### src/rtl/ps2_key_event_queue.sv
// PS/2 Set-2 key event queue.
// Parses E0 (extended) and F0 (break) prefixes from a stream of scancode
// bytes and queues complete key events in a show-ahead FIFO for the host.
module ps2_key_event_queue #(
  parameter int DEPTH  = 8,
  parameter int ADDR_W = 3
) (
  input  logic              clk,
  input  logic              rst_n,
  input  logic [7:0]        code_in,
  input  logic              code_valid,
  input  logic              rd_en,
  input  logic              clear,
  output logic [7:0]        evt_code,
  output logic              evt_break,
  output logic              evt_ext,
  output logic              evt_valid,
  output logic              overflow,
  output logic [ADDR_W:0]   count
);

  // Prefix-parser states: bit 0 records an E0 prefix, bit 1 an F0 prefix.
  localparam logic [1:0] S_IDLE = 2'b00;
  localparam logic [1:0] S_E0   = 2'b01;
  localparam logic [1:0] S_F0   = 2'b10;
  localparam logic [1:0] S_E0F0 = 2'b11;

  localparam logic [ADDR_W:0] FULL_CNT = (ADDR_W+1)'(DEPTH);

  logic [1:0]        state_q, state_d;
  logic [ADDR_W-1:0] wr_ptr_q, wr_ptr_d;
  logic [ADDR_W-1:0] rd_ptr_q, rd_ptr_d;
  logic [ADDR_W:0]   count_q, count_d;
  logic [ADDR_W:0]   eff_count;
  logic              overflow_q, overflow_d;
  logic [9:0]        head_q, head_d;
  logic [9:0]        mem_q [DEPTH];

  logic              push_req;
  logic [9:0]        push_data;
  logic              do_push;
  logic              do_pop;

  // Prefix parser: decides the next state and whether this byte completes an event.
  always_comb begin
    state_d   = state_q;
    push_req  = 1'b0;
    push_data = {(state_q == S_E0) || (state_q == S_E0F0),
                 (state_q == S_F0) || (state_q == S_E0F0),
                 code_in};
    if (code_valid) begin
      case (code_in)
        8'hE0: state_d = S_E0;  // a fresh E0 always restarts the prefix
        8'hF0: begin
          if (state_q == S_E0 || state_q == S_E0F0) state_d = S_E0F0;
          else                                      state_d = S_F0;
        end
        8'h00, 8'hFF: state_d = S_IDLE;  // keyboard error/overrun: drop the sequence
        default: begin
          push_req = 1'b1;
          state_d  = S_IDLE;
        end
      endcase
    end
    if (clear) state_d = S_IDLE;
  end

  // FIFO bookkeeping: push/pop arbitration, pointers, count, sticky overflow, head entry.
  always_comb begin
    do_pop     = rd_en && (count_q != '0) && !clear;
    do_push    = push_req && !clear && ((count_q != FULL_CNT) || do_pop);
    wr_ptr_d   = do_push ? wr_ptr_q + ADDR_W'(1) : wr_ptr_q;
    rd_ptr_d   = do_pop  ? rd_ptr_q + ADDR_W'(1) : rd_ptr_q;
    count_d    = count_q + (ADDR_W+1)'(do_push) - (ADDR_W+1)'(do_pop);
    overflow_d = overflow_q | (push_req && !clear && !do_push);
    eff_count  = count_q - (ADDR_W+1)'(do_pop);
    head_d     = head_q;
    // The incoming event becomes the head only if nothing else remains stored;
    // otherwise the head is whatever the (possibly advanced) read pointer selects.
    // When the FIFO drains, the head fields keep their last value.
    if (do_push && (eff_count == '0)) head_d = push_data;
    else if (count_d != '0)           head_d = mem_q[rd_ptr_d];
    if (clear) begin
      wr_ptr_d   = '0;
      rd_ptr_d   = '0;
      count_d    = '0;
      overflow_d = 1'b0;
    end
  end

  // Control and head registers with asynchronous reset.
  always_ff @(posedge clk or negedge rst_n) begin
    if (!rst_n) begin
      state_q    <= S_IDLE;
      wr_ptr_q   <= '0;
      rd_ptr_q   <= '0;
      count_q    <= '0;
      overflow_q <= 1'b0;
      head_q     <= '0;
    end else begin
      state_q    <= state_d;
      wr_ptr_q   <= wr_ptr_d;
      rd_ptr_q   <= rd_ptr_d;
      count_q    <= count_d;
      overflow_q <= overflow_d;
      head_q     <= head_d;
    end
  end

  // Event storage; contents are don't-care until written, so no reset.
  always_ff @(posedge clk) begin
    if (do_push) mem_q[wr_ptr_q] <= push_data;
  end

  assign evt_ext   = head_q[9];
  assign evt_break = head_q[8];
  assign evt_code  = head_q[7:0];
  assign evt_valid = (count_q != '0);
  assign overflow  = overflow_q;
  assign count     = count_q;

endmodule

### config.mk
export PLATFORM = sky130hd
export DESIGN_NAME = ps2_key_event_queue
export DESIGN_NICKNAME = d
export VERILOG_FILES = /design/src/rtl/ps2_key_event_queue.sv
export SDC_FILE = /design/constraint.sdc
export NUM_CORES = 1
export LEC_CHECK = 0
export CAP_MARGIN = 40
export CORE_ASPECT_RATIO = 0.8
export CORE_MARGIN = 5
export CORE_UTILIZATION = 35
export DETAILED_ROUTE_END_ITERATION = 7
export SLEW_MARGIN = 10
export SYNTH_ARGS = -nofsm -noshare
export SYNTH_HDL_FRONTEND = slang
export SYNTH_SLANG_ARGS = --single-unit
### constraint.sdc
create_clock -name clk -period 4.8 [get_ports clk]
set_input_delay 0.96 -clock clk [delete_from_list [all_inputs] [get_ports clk]]
set_output_delay 0.96 -clock clk [all_outputs]
set_load 0.03 [all_outputs]
* Word-level counts from Yosys, hierarchy flattened
Memories as Yosys holds them, arrays and structs flattened.
Index checks and enable logic that the tools add are counted.
** Cells by class
- Add/sub/neg operators :: 5
- Multiply operators :: 0
- Divide/modulo/power cells :: 0
- Magnitude comparators :: 0
- Equal/unequal tests :: 7
- Shift-type cells :: 0
- Multiplexer cells :: 16
- Bitwise gates (word level) :: 1
- Reduce and logical (&&, ||, !) cells :: 19
** Operators by type and width (number)
- $eq 8x8->1 const B :: 3
- $mux 10 :: 2
- $mux 3 :: 4
- $logic_not 8->1 :: 1
- $reduce_bool 4->1 :: 2
- $sub 4x1->4 :: 2
- $add 3x1->3 const B :: 2
- $logic_and 1x1->1 :: 6
- $mux 1 :: 6
- $reduce_bool 2->1 :: 3
- $add 4x1->4 :: 1
- $eq 2x2->1 const B :: 2
- $logic_not 4->1 :: 1
- $mux 2 :: 2
- $mux 4 :: 1
- $ne 4x4->1 const B :: 1
- $pmux 2 s2 :: 1
- $reduce_or 4->1 :: 1
- $logic_or 1x1->1 :: 3
- $eq 2x1->1 const B :: 1
- $logic_not 1->1 :: 2
- $or 1x1->1 :: 1
** Storage, ports and cells
- Bits in registers :: 23
- Latch bits :: 0
- Memory bits (writable) :: 80
- Bits in read-only memories :: 0
- Bits of input ports :: 13
- Output and inout port bits :: 16
- Word-level logic and storage cells :: 55
- Memories :: 1
** Memory list
- mem_q :: depth 8, bits a word 10, read ports 1, clocked after Yosys merged registers in 0, wr ports 1, RTL line 37 : logic [9:0] mem_q [DEPTH];

* Longest topological paths before layout
Gate-level depths: netlist of the first run.
- Depth after elaboration :: 11
- Gate-level depth with buffers :: 18

* Worst setup path after synthesis of the first run
Ideal clock, no wire load.
- Kind :: input to register
- Start point :: in code_in[0]
- End point :: reg head_q[8]
- Library setup time :: 121 ps
- Arrival :: 3998 ps
- Path slack :: 681 ps
- Stages on the path :: 14
- Buffers on the path :: 3
- Cells stage by stage :: nor4_1 -> a211oi_1 -> o21ai_1 -> clkbuf_1 -> o21ai_0 -> ha_1 -> fa_1 -> xor2_1 -> nor3b_1 -> and2_1 -> clkbuf_1 -> clkbuf_1 -> a211oi_1 -> o22a_1
** Between the ends
- Word-level cells in the longest chain between the ends :: 10
- Elaborated cells on any way between the ends :: 15
** Ends and longest elaborated chain
- from (decl) :: RTL line 10 : input logic [7:0] code_in,
- $eq 8x8->1 / $logic_not 8->1 (equally long branches) :: RTL line 52 : case (code_in)
- $reduce_or 4->1 (no line) (*)
- $mux 1 (*) :: RTL line 52
- $mux 1 (*) :: RTL line 51 : if (code_valid) begin
- $logic_and 1x1->1 (*) (2 in a row) :: RTL line 71 : do_push = push_req && !clear && ((count_q != FULL_CNT) || do_pop);
- $add 4x1->4 :: RTL line 74 : count_d = count_q + (ADDR_W+1)'(do_push) - (ADDR_W+1)'(do_pop);
- $sub 4x1->4 :: RTL line 74
- $reduce_bool 4->1 :: RTL line 82 : else if (count_d != '0) head_d = mem_q[rd_ptr_d];
- $reduce_bool 2->1 (no line)
- to (signal assigned) :: RTL line 99 : head_q <= '0;
- to (signal assigned) :: RTL line 106 : head_q <= head_d;
- to (decl) :: RTL line 36 : logic [9:0] head_q, head_d;
Mark *: on every way between the ends. The rest lies on a longest branch, timed or not.
A chain may end at the register's enable or synchronous reset.

* Worst setup path in the final report of the first run
- Start point :: in code_in[0]
- End point :: reg head_q[3]
The elaborated chain is that of the path after synthesis.

==> results of run 1 <==
-- cell usage in the layout, fill, tap and decap left out, drive strengths merged, types with 2 or more instances in the layout --
| cell | Yosys | routed |
|---|---|---|
| edfxtp | 80 | 80 |
| mux2i | 72 | 72 |
| nand2 | 61 | 61 |
| clkdlybuf4s50 | 0 | 28 |
| buf | 17 | 28 |
| nand3 | 23 | 23 |
| dfrtp | 23 | 23 |
| nor2b | 22 | 22 |
| nor2 | 20 | 20 |
| o211ai | 20 | 20 |
| a2111oi | 18 | 18 |
| clkbuf | 20 | 12 |
| o31a | 10 | 10 |
| inv | 10 | 10 |
| ha | 10 | 10 |
| a211o | 9 | 9 |
| a31oi | 9 | 9 |
| a21oi | 6 | 6 |
| xor2 | 4 | 4 |
| nand2b | 3 | 3 |
| a211oi | 3 | 3 |
| xnor2 | 3 | 3 |
| nor4 | 3 | 3 |
| o21ai | 3 | 3 |
| nor3b | 3 | 3 |
| and3 | 2 | 2 |
| nor3 | 2 | 2 |
| nor4b | 2 | 2 |
| bufinv | 0 | 2 |
-- state kept, by name (all words and copies together) (netlist names) --
signal    flops
rd_ptr_q      3
wr_ptr_q      3
mem_q        80
count         4
overflow      1
head_q       10
state_q       2
-- routing by layer --
| metal | wire [um] | track usage (%) | up-vias |
|---|---|---|---|
| met1 | 6150 | 20.3 | 1892 |
| met3 | 788 | 3.57 | 14 |
| met4 | 154 | 3.54 | 0 |
| li1 | - | - | 1809 |
| met2 | 6620 | 25.5 | 81 |
| met5 | 0 | 0 | - |
-- final timing paths --
path / from / to
worst max-delay path: code_in[0] / head_q[3]
worst min-delay path: overflow / overflow
worst max register to register: count[2] / head_q[3]
worst min register to register: overflow / overflow
max in group asynchronous: rst_n / rd_ptr_q[1]
min in group asynchronous: rst_n / wr_ptr_q[2]
-- cell usage after synthesis, drive strengths merged --
library cell   n
a2111oi       18
a211o          9
a211oi         3
a21oi          6
a311oi         1
a31oi          9
and2           1
and3           2
buf           17
clkbuf        20
dfrtp         23
edfxtp        80
fa             1
ha            10
inv           10
mux2i         72
mux4           1
nand2         61
nand2b         3
nand3         23
nand3b         1
nand4          1
nor2          20
nor2b         22
nor3           2
nor3b          3
nor4           3
nor4b          2
o211ai        20
o21ai          3
o21bai         1
o22a           1
o31a          10
or3b           1
or4b           1
xnor2          3
xor2           4
-- stage by stage --
stage / utilization (%) / instance area (um2) / total power [W] / hold slack, ps
floorplan: - / 5490 / 0.00199 / 503
global placement: 39.0 / 6080 / 0.00234 / 486
detailed placement: 39.0 / 6080 / 0.00237 / 498
CTS: 41.0 / 6390 / 0.00314 / 514
global route: 41.0 / 6390 / 0.00329 / 549
finish: 41.0 / 6390 / 0.00311 / 509
-- worst max-delay path, cell delays in order --
cell and delay (ps):
clkdlybuf4s50_1 470, nor4_1 590, a211oi_1 190, o21ai_1 180, o21ai_0 110, ha_1 230
fa_1 380, xor2_1 190, nor3b_1 280, and2_1 210, buf_4 260, a211o_1 140
a31oi_1 90
-- kinds of logic after synthesis --
kind of cell	Yosys count	synth area share, %
AO/OA/AOI/OAI	81	11.4
XOR/XNOR	7	1.12
adder cells (fa/ha/maj)	11	2.64
buffers and inverters	47	4.24
flip-flops	103	54.3
multiplexers	73	13.5
AND/OR/NAND/NOR	146	12.9
-- cell type report --
class / count / area (um2)
fill: 1477 / 9210
sequential: 103 / 2980
multi-input combinational: 318 / 2300
timing repair buffer: 56 / 490
tap: 215 / 269
clock buffer: 12 / 236
clock inverter: 4 / 72.6
inverter: 10 / 37.5
-- power breakdown --
group / leakage [nW] / switching (W) / internal, W
registers: 1.02 / 0.0000861 / 0.00108
clock network: 0.147 / 0.000305 / 0.000457
logic: 0.953 / 0.000692 / 0.000497
total: 2.12 / 0.00108 / 0.00203
==> flow_summary_export.csv, run 1 <==
group,metric,value,unit
yosys,synthTopCellsByArea,"edfxtp_1, mux2i_1, dfrtp_1, nand2_1, a2111oi_0",
yosys,syn_nets,492,
yosys,synth_seq_cells,103,
detailed_routing,routed_wirelength,13.7,mm
power,p_per_area,487,nW/um2
yosys,ys_types,44,
setup_path,criticalPathCategory,"primary input to register",
grt,grt_pass1_wl,21.0,mm
floorplan,die-area,18300,um2
power,power_leakage,2.12,nW
yosys,synth_top_area_share,43.8,%
grt,grt_max_degree,51,
detailed_routing,drt_iter0_drc,190,
setup_path,reg2reg_depth,15,
timing,relSlewSlack,37.3,%
final_layout,drive_gt1_share,10.1,%
detailed_routing,vias_per_cell,5.29,
floorplan,initial_core_util,35.2,%
floorplan,fp-row-count,41,
timing,hold_viol_final,0,
clocking,clock-root-buffer,"clkbuf_16",
detailed_routing,dr_total_vias,3796,
clocking,path_clk_slew,70,ps
setup_path,arrival,4280,ps
clocking,htree_levels,3,
place,dp_hpwl,8.77,mm
setup_path,cp.required,4980,ps
final_layout,area_growth,16.4,%
clocking,ctsHoldBuffers,0,
timing,setup-tns-final,0,ps
detailed_routing,avgRoutedWirePerCell,19.1,um
yosys,yosysWarningCount,0,
setup_path,worstSetupStartpointType,"primary input",
place,portBuffers,28,
clocking,cts.sinks,103,
yosys,synth_cells,468,
place,dp.cells,702,
hold_path,whs_path_depth,2,
run_status,status,"finished, final reports clean",
yosys,avgSynthCellArea,11.7,um2
clocking,post-cts-setup-buffer-count,0,
clocking,cts_inserted_buffers,9,
detailed_routing,drc,0,
clocking,clkLatencyLatePin,340,ps
grt,grt_overflow_total,0,
timing,rsz0062_at_grt,"no",
timing,finalSetupViolCount,0,
timing,worst_slack,700,ps
run,maxCapViolCount,0,
yosys,seq_area_frac_synth,54.3,%
timing,period_share,85.4,%
floorplan,die_h,122,um
timing,layout_min_cycle_time,4100,ps
yosys,synth_area,5490,um2
yosys,yosysTopAreaCell,"edfxtp_1",
place,place_ws,365,ps
grt,grtUsageTotal,15.3,%
clocking,tritoncts,"done",
grt,antenna_found_initial,0,
timing,slew_violations,0,
clocking,post_cts_resized,0,
final_layout,stdcell_count,718,
setup_path,reg2reg_slack,1110,ps
detailed_routing,ant_nets,0,
timing,clock.fmax,244,MHz
floorplan,core_area,15600,um2
grt,grt_pass1_vias,3729,
clocking,clk_path_buf_depth,2,
timing,worst_slew_pin_slew,940,ps
final_layout,diodes,0,
power,ir_drop,0.000272,V
floorplan,pin_count,29,
setup_path,end_kind,"register",
hold_path,min_path_type,"register to register",
place,gp_congestion,0.808,
setup_path,crit_fanout,18,
timing,fin_skew,9.95,ps
detailed_routing,drtPass1Iterations,4,
floorplan,die_x,150,um
final_layout,fin_nets,522,
(Power assumes the default switching activity.)
==> run 2, diff against run 1 <==
- CORE_ASPECT_RATIO: 0.8 -> 0.75
==> flow_summary_export.csv, run 2 (synthesis results as in run 1) <==
group,metric,value,unit
run_status,status,"finished, final reports clean",
setup_path,worstSetupStartpointType,"primary input",
clocking,tritoncts,"done",
detailed_routing,drc,0,
grt,grt_use_met2,22.5,%
timing,layout_min_cycle_time,4150,ps
final_layout,area_growth,15.7,%
timing,slew_violations,0,
grt,grt_overflow_total,0,
setup_path,crit_fanout,19,
clocking,clock-root-buffer,"clkbuf_16",
final_layout,stdcell_count,708,
timing,hold_viol_final,0,
clocking,htree_levels,3,
power,ir_drop,0.000306,V
timing,period_share,86.5,%
floorplan,core_area,15300,um2
floorplan,fp-row-count,39,
grt,antenna_found_initial,0,
grt,grt_use_met3,4.38,%
floorplan,die_h,118,um
final_layout,final_common_cell,"edfxtp_1",
floorplan,die_x,155,um
detailed_routing,drtPass1Iterations,5,
floorplan,pin_count,29,
detailed_routing,routed_wirelength,14.2,mm
run,maxCapViolCount,0,
final_layout,diodes,0,
detailed_routing,drt_iter0_drc,281,
final_layout,regMostFlops,"mem_q",
clocking,cts.sinks,103,
final_layout,fin_util,41.4,%
final_layout,fin_nets,522,
grt,grt_max_degree,51,
clocking,clkLatencyLatePin,350,ps
grt,grtUsageTotal,15.8,%
place,dp.cells,692,
clocking,cts_inserted_buffers,9,
place,gp_congestion,0.852,
grt,grt_pass1_vias,3810,
hold_path,min_path_type,"register to register",
timing,setup-tns-final,0,ps
place,portBuffers,28,
grt,busiest_layer,"met1",
place,place_ws,393,ps
final_layout,drive_gt1_share,10.1,%
final_layout,final_cell_mix,"edfxtp_1, mux2i_1, nand2_1, clkdlybuf4s50_1, buf_4",
timing,worst_slack,650,ps
floorplan,initial_core_util,35.8,%
place,dp_hpwl,9.44,mm
timing,fin_skew,13.8,ps
setup_path,arrival,4330,ps
detailed_routing,ant_nets,0,
final_layout,largest_reg_flops,80,
setup_path,end_kind,"register",
detailed_routing,dr_total_vias,3816,
floorplan,die-area,18300,um2
clocking,clk_path_buf_depth,2,
setup_path,criticalPathCategory,"primary input to register",
clocking,path_clk_slew,70,ps
clocking,post_cts_resized,0,
timing,relSlewSlack,43.5,%
timing,rsz0062_at_grt,"no",
power,p_per_area,487,nW/um2
timing,clock.fmax,241,MHz
detailed_routing,vias_per_cell,5.39,
final_layout,nFillCells,1459,
grt,grt_pass1_wl,22.3,mm
clocking,ctsHoldBuffers,0,
setup_path,cp.required,4980,ps
clocking,post-cts-setup-buffer-count,0,
detailed_routing,avgRoutedWirePerCell,20.1,um
timing,worst_slew_pin_slew,848,ps
grt,globalRouteMet1Util,24.2,%
power,power_leakage,2.11,nW
timing,finalSetupViolCount,0,
[run 2: cell types whose count changed in the layout (fill, tap and decap cells not counted)]
cell        previous run  this run
clkinv_4               0         1
clkinv_2               1         0
nor3b_1                2         3
nor3b_2                1         0
bufinv_16              2         0
inv_6                  0         2
clkinvlp_4             1         2
buf_4                 28        27
clkbuf_1               3         2
buf_12                 0         1
[run 2: final timing paths]
| path | endpoint | depth (start not counted) | slack, ps | from |
|---|---|---|---|---|
| worst max register to register | head_q[0] | 15 | 1230 | count[2] |
| min in group asynchronous | head_q[7] | 2 | 970 | rst_n |
| worst min register to register | overflow | 2 | 520 | overflow |
| worst min-delay path | overflow | 2 | 520 | overflow |
| worst max-delay path | head_q[0] | 15 | 650 | code_in[3] |
| max in group asynchronous | rd_ptr_q[1] | 2 | 3540 | rst_n |
[run 2: where the power goes]
part / switching, W / internal, W / total, W
Combinational: 0.000715 / 0.000520 / 0.00123
Sequential: 0.0000945 / 0.00108 / 0.00117
Clock: 0.000327 / 0.000357 / 0.000684
Total: 0.00114 / 0.00195 / 0.00309
[run 2: critical path: stages]
cell,delay [ps]
clkdlybuf4s50_1,660
nor4_1,80
buf_4,160
a311oi_1,340
nor2_1,110
nand2_1,150
o21ai_0,130
ha_1,240
fa_1,380
xor2_1,220
nor3b_1,300
and2_1,220
buf_12,160
a211o_1,120
a31oi_1,90
[run 2: layout make-up]
| cell class | count | area (um2) | area share, % |
|---|---|---|---|
| clock buffer | 11 | 233 | 3.67 |
| clock inverter | 5 | 41.3 | 0.650 |
| inverter | 10 | 37.5 | 0.591 |
| multi-input combinational | 318 | 2300 | 36.2 |
| sequential | 103 | 2980 | 46.9 |
| tap | 205 | 256 | 4.04 |
| timing repair buffer | 56 | 503 | 7.92 |
[run 2: per-layer routing]
metal  wire [um]  vias to the layer above
met1        6830                     1862
met2        6020                      126
met5           0                        -
met3        1270                       10
met4         104                        0
li1            -                     1818
[run 2: metrics by stage]
stage	instance area [um2]	power [W]	hold WS, ps
floorplan	5490	0.00199	503
global placement	6080	0.00238	487
detailed placement	6080	0.00242	502
CTS	6350	0.00311	524
global route	6350	0.00326	596
finish	6350	0.00309	524
==> run 3, diff against run 2 <==
==> constraint.sdc (replaced) <==
create_clock -name clk -period 4.4 [get_ports clk]
set_input_delay 1.1 -clock clk [delete_from_list [all_inputs] [get_ports clk]]
set_output_delay 1.1 -clock clk [all_outputs]
set_load 0.03 [all_outputs]
==> flow_summary_export.csv, run 3 (synthesis results as in run 1) <==
group,metric,value,unit
timing,hold_viol_final,0,
power,p_per_area,533,nW/um2
clocking,cts.sinks,103,
grt,grt_pass1_vias,3920,
timing,fin_skew,8.21,ps
grt,grtUsageTotal,16.0,%
floorplan,core_area,15300,um2
final_layout,diodes,0,
grt,grt_pass1_wl,22.6,mm
setup_path,end_kind,"register",
detailed_routing,dr_total_vias,3899,
grt,grt_overflow_total,0,
power,seqPwrFrac,37.5,%
clocking,post-cts-setup-buffer-count,0,
place,portBuffers,28,
power,combinationalPowerShare,41.2,%
timing,relSlewSlack,42.7,%
detailed_routing,drc,0,
power,internal_power,0.00217,W
place,gp_congestion,0.792,
setup_path,crit_fanout,19,
clocking,clock-root-buffer,"clkbuf_16",
clocking,post_cts_resized,0,
clocking,cts_inserted_buffers,9,
final_layout,regMostFlops,"mem_q",
setup_path,crit_start,"code_in[2]",
timing,period_share,94.1,%
final_layout,nFillCells,1438,
setup_path,reg2reg_depth,15,
timing,worst_slew_pin_slew,860,ps
detailed_routing,routed_wirelength,14.3,mm
detailed_routing,drt_iter0_drc,238,
timing,layout_min_cycle_time,4140,ps
detailed_routing,avgRoutedWirePerCell,20.0,um
clocking,tritoncts,"done",
setup_path,worstSetupStartpointType,"primary input",
floorplan,fp-row-count,39,
timing,rsz0062_at_grt,"no",
final_layout,largest_reg_flops,80,
floorplan,pin_count,29,
floorplan,die_x,155,um
floorplan,die-area,18300,um2
timing,finalSetupViolCount,0,
floorplan,initial_core_util,35.8,%
final_layout,seqCellArea,2980,um2
setup_path,reg2reg_slack,1060,ps
final_layout,final_cell_mix,"edfxtp_1, mux2i_1, nand2_1, buf_4, clkdlybuf4s50_1",
run,maxCapViolCount,0,
timing,setup-tns-final,0,ps
setup_path,criticalPathCategory,"primary input to register",
floorplan,die_h,118,um
detailed_routing,drtPass1Iterations,5,
final_layout,fin_nets,531,
setup_path,r2r_end,"head_q[8]",
power,ir_drop,0.000425,V
final_layout,drive_gt1_share,11.7,%
timing,clock.fmax,242,MHz
setup_path,arrival,4370,ps
setup_path,timing.rr.start,"count[2]",
final_layout,area_growth,16.8,%
final_layout,final_common_cell,"edfxtp_1",
clocking,ctsHoldBuffers,0,
final_layout,multi_input_area,2300,um2
power,clock_power_share,21.3,%
detailed_routing,ant_nets,0,
hold_path,min_path_type,"register to register",
setup_path,cp.required,4630,ps
timing,slew_violations,0,
final_layout,fin_util,41.8,%
clocking,clkLatencyLatePin,350,ps
clocking,path_clk_slew,70,ps
setup_path,endpoint,"head_q[8]",
power,p_switching,0.00125,W
detailed_routing,vias_per_cell,5.44,
clocking,htree_levels,3,
power,power_leakage,2.16,nW
run_status,status,"finished, final reports clean",
clocking,clk_path_buf_depth,2,
power,swShare,36.5,%
grt,antenna_found_initial,1,
grt,grt_max_degree,51,
place,dp_hpwl,9.72,mm
run 3: per-layer routing:
| metal | vias to the layer above | track usage, % | wire (um) |
|---|---|---|---|
| met5 | - | 0 | 0 |
| met2 | 140 | 23.7 | 6200 |
| met4 | 0 | 2.70 | 119 |
| li1 | 1830 | - | - |
| met1 | 1917 | 23.9 | 6880 |
| met3 | 12 | 4.27 | 1150 |
run 3: worst max-delay path, cell delays in order:
cell	delay (ps)
clkdlybuf4s50_1	670
nor4_1	90
buf_4	150
a311oi_1	310
nor2_1	110
nand2_1	100
o21ai_0	110
ha_1	220
fa_1	390
xor2_1	230
nor3b_1	260
and2_1	210
buf_12	160
a211oi_1	70
o22a_1	180
run 3: power groups by stage:
| stage | sequential, W | clock (W) | combinational (W) |
|---|---|---|---|
| after global placement | 0.00129 | 0 | 0.00135 |
| after global routing | 0.00130 | 0.000783 | 0.00153 |
| after CTS | 0.00128 | 0.000743 | 0.00141 |
| final | 0.00128 | 0.000728 | 0.00141 |
| after floorplan | 0.00138 | 0 | 0.000792 |
| after detailed placement | 0.00129 | 0 | 0.00141 |
run 3: per-stage QoR:
stage | std cells | area (um2) | setup slack (ps) | hold slack, ps | total power, W
CTS | 717 | 6410 | 304 | 520 | 0.00343
finish | 717 | 6410 | 260 | 516 | 0.00342
floorplan | 468 | 5490 | 141 | 503 | 0.00217
global placement | 701 | 6140 | 98.4 | 493 | 0.00264
global route | 717 | 6410 | 98.6 | 549 | 0.00360
detailed placement | 701 | 6140 | -43.2 | 501 | 0.00270
run 3: worst min path at each step:
stage / startpoint / to / slack [ps] / depth (start not counted)
2_1_floorplan: state_q[1] / head_q[8] / 500 / 1
3_3_place_gp: overflow / overflow / 490 / 2
3_5_place_dp: overflow / overflow / 500 / 2
4_1_cts: overflow / overflow / 520 / 2
5_1_grt: overflow / overflow / 550 / 2
6_report: overflow / overflow / 520 / 2
run 3: layout make-up:
cell class | instances | share of cell area, %
Sequential cell | 103 | 46.5
Timing Repair Buffer | 65 | 8.90
Inverter | 10 | 0.586
Multi-Input combinational cell | 318 | 35.9
Tap cell | 205 | 4.00
Clock inverter | 6 | 0.566
Clock buffer | 10 | 3.57
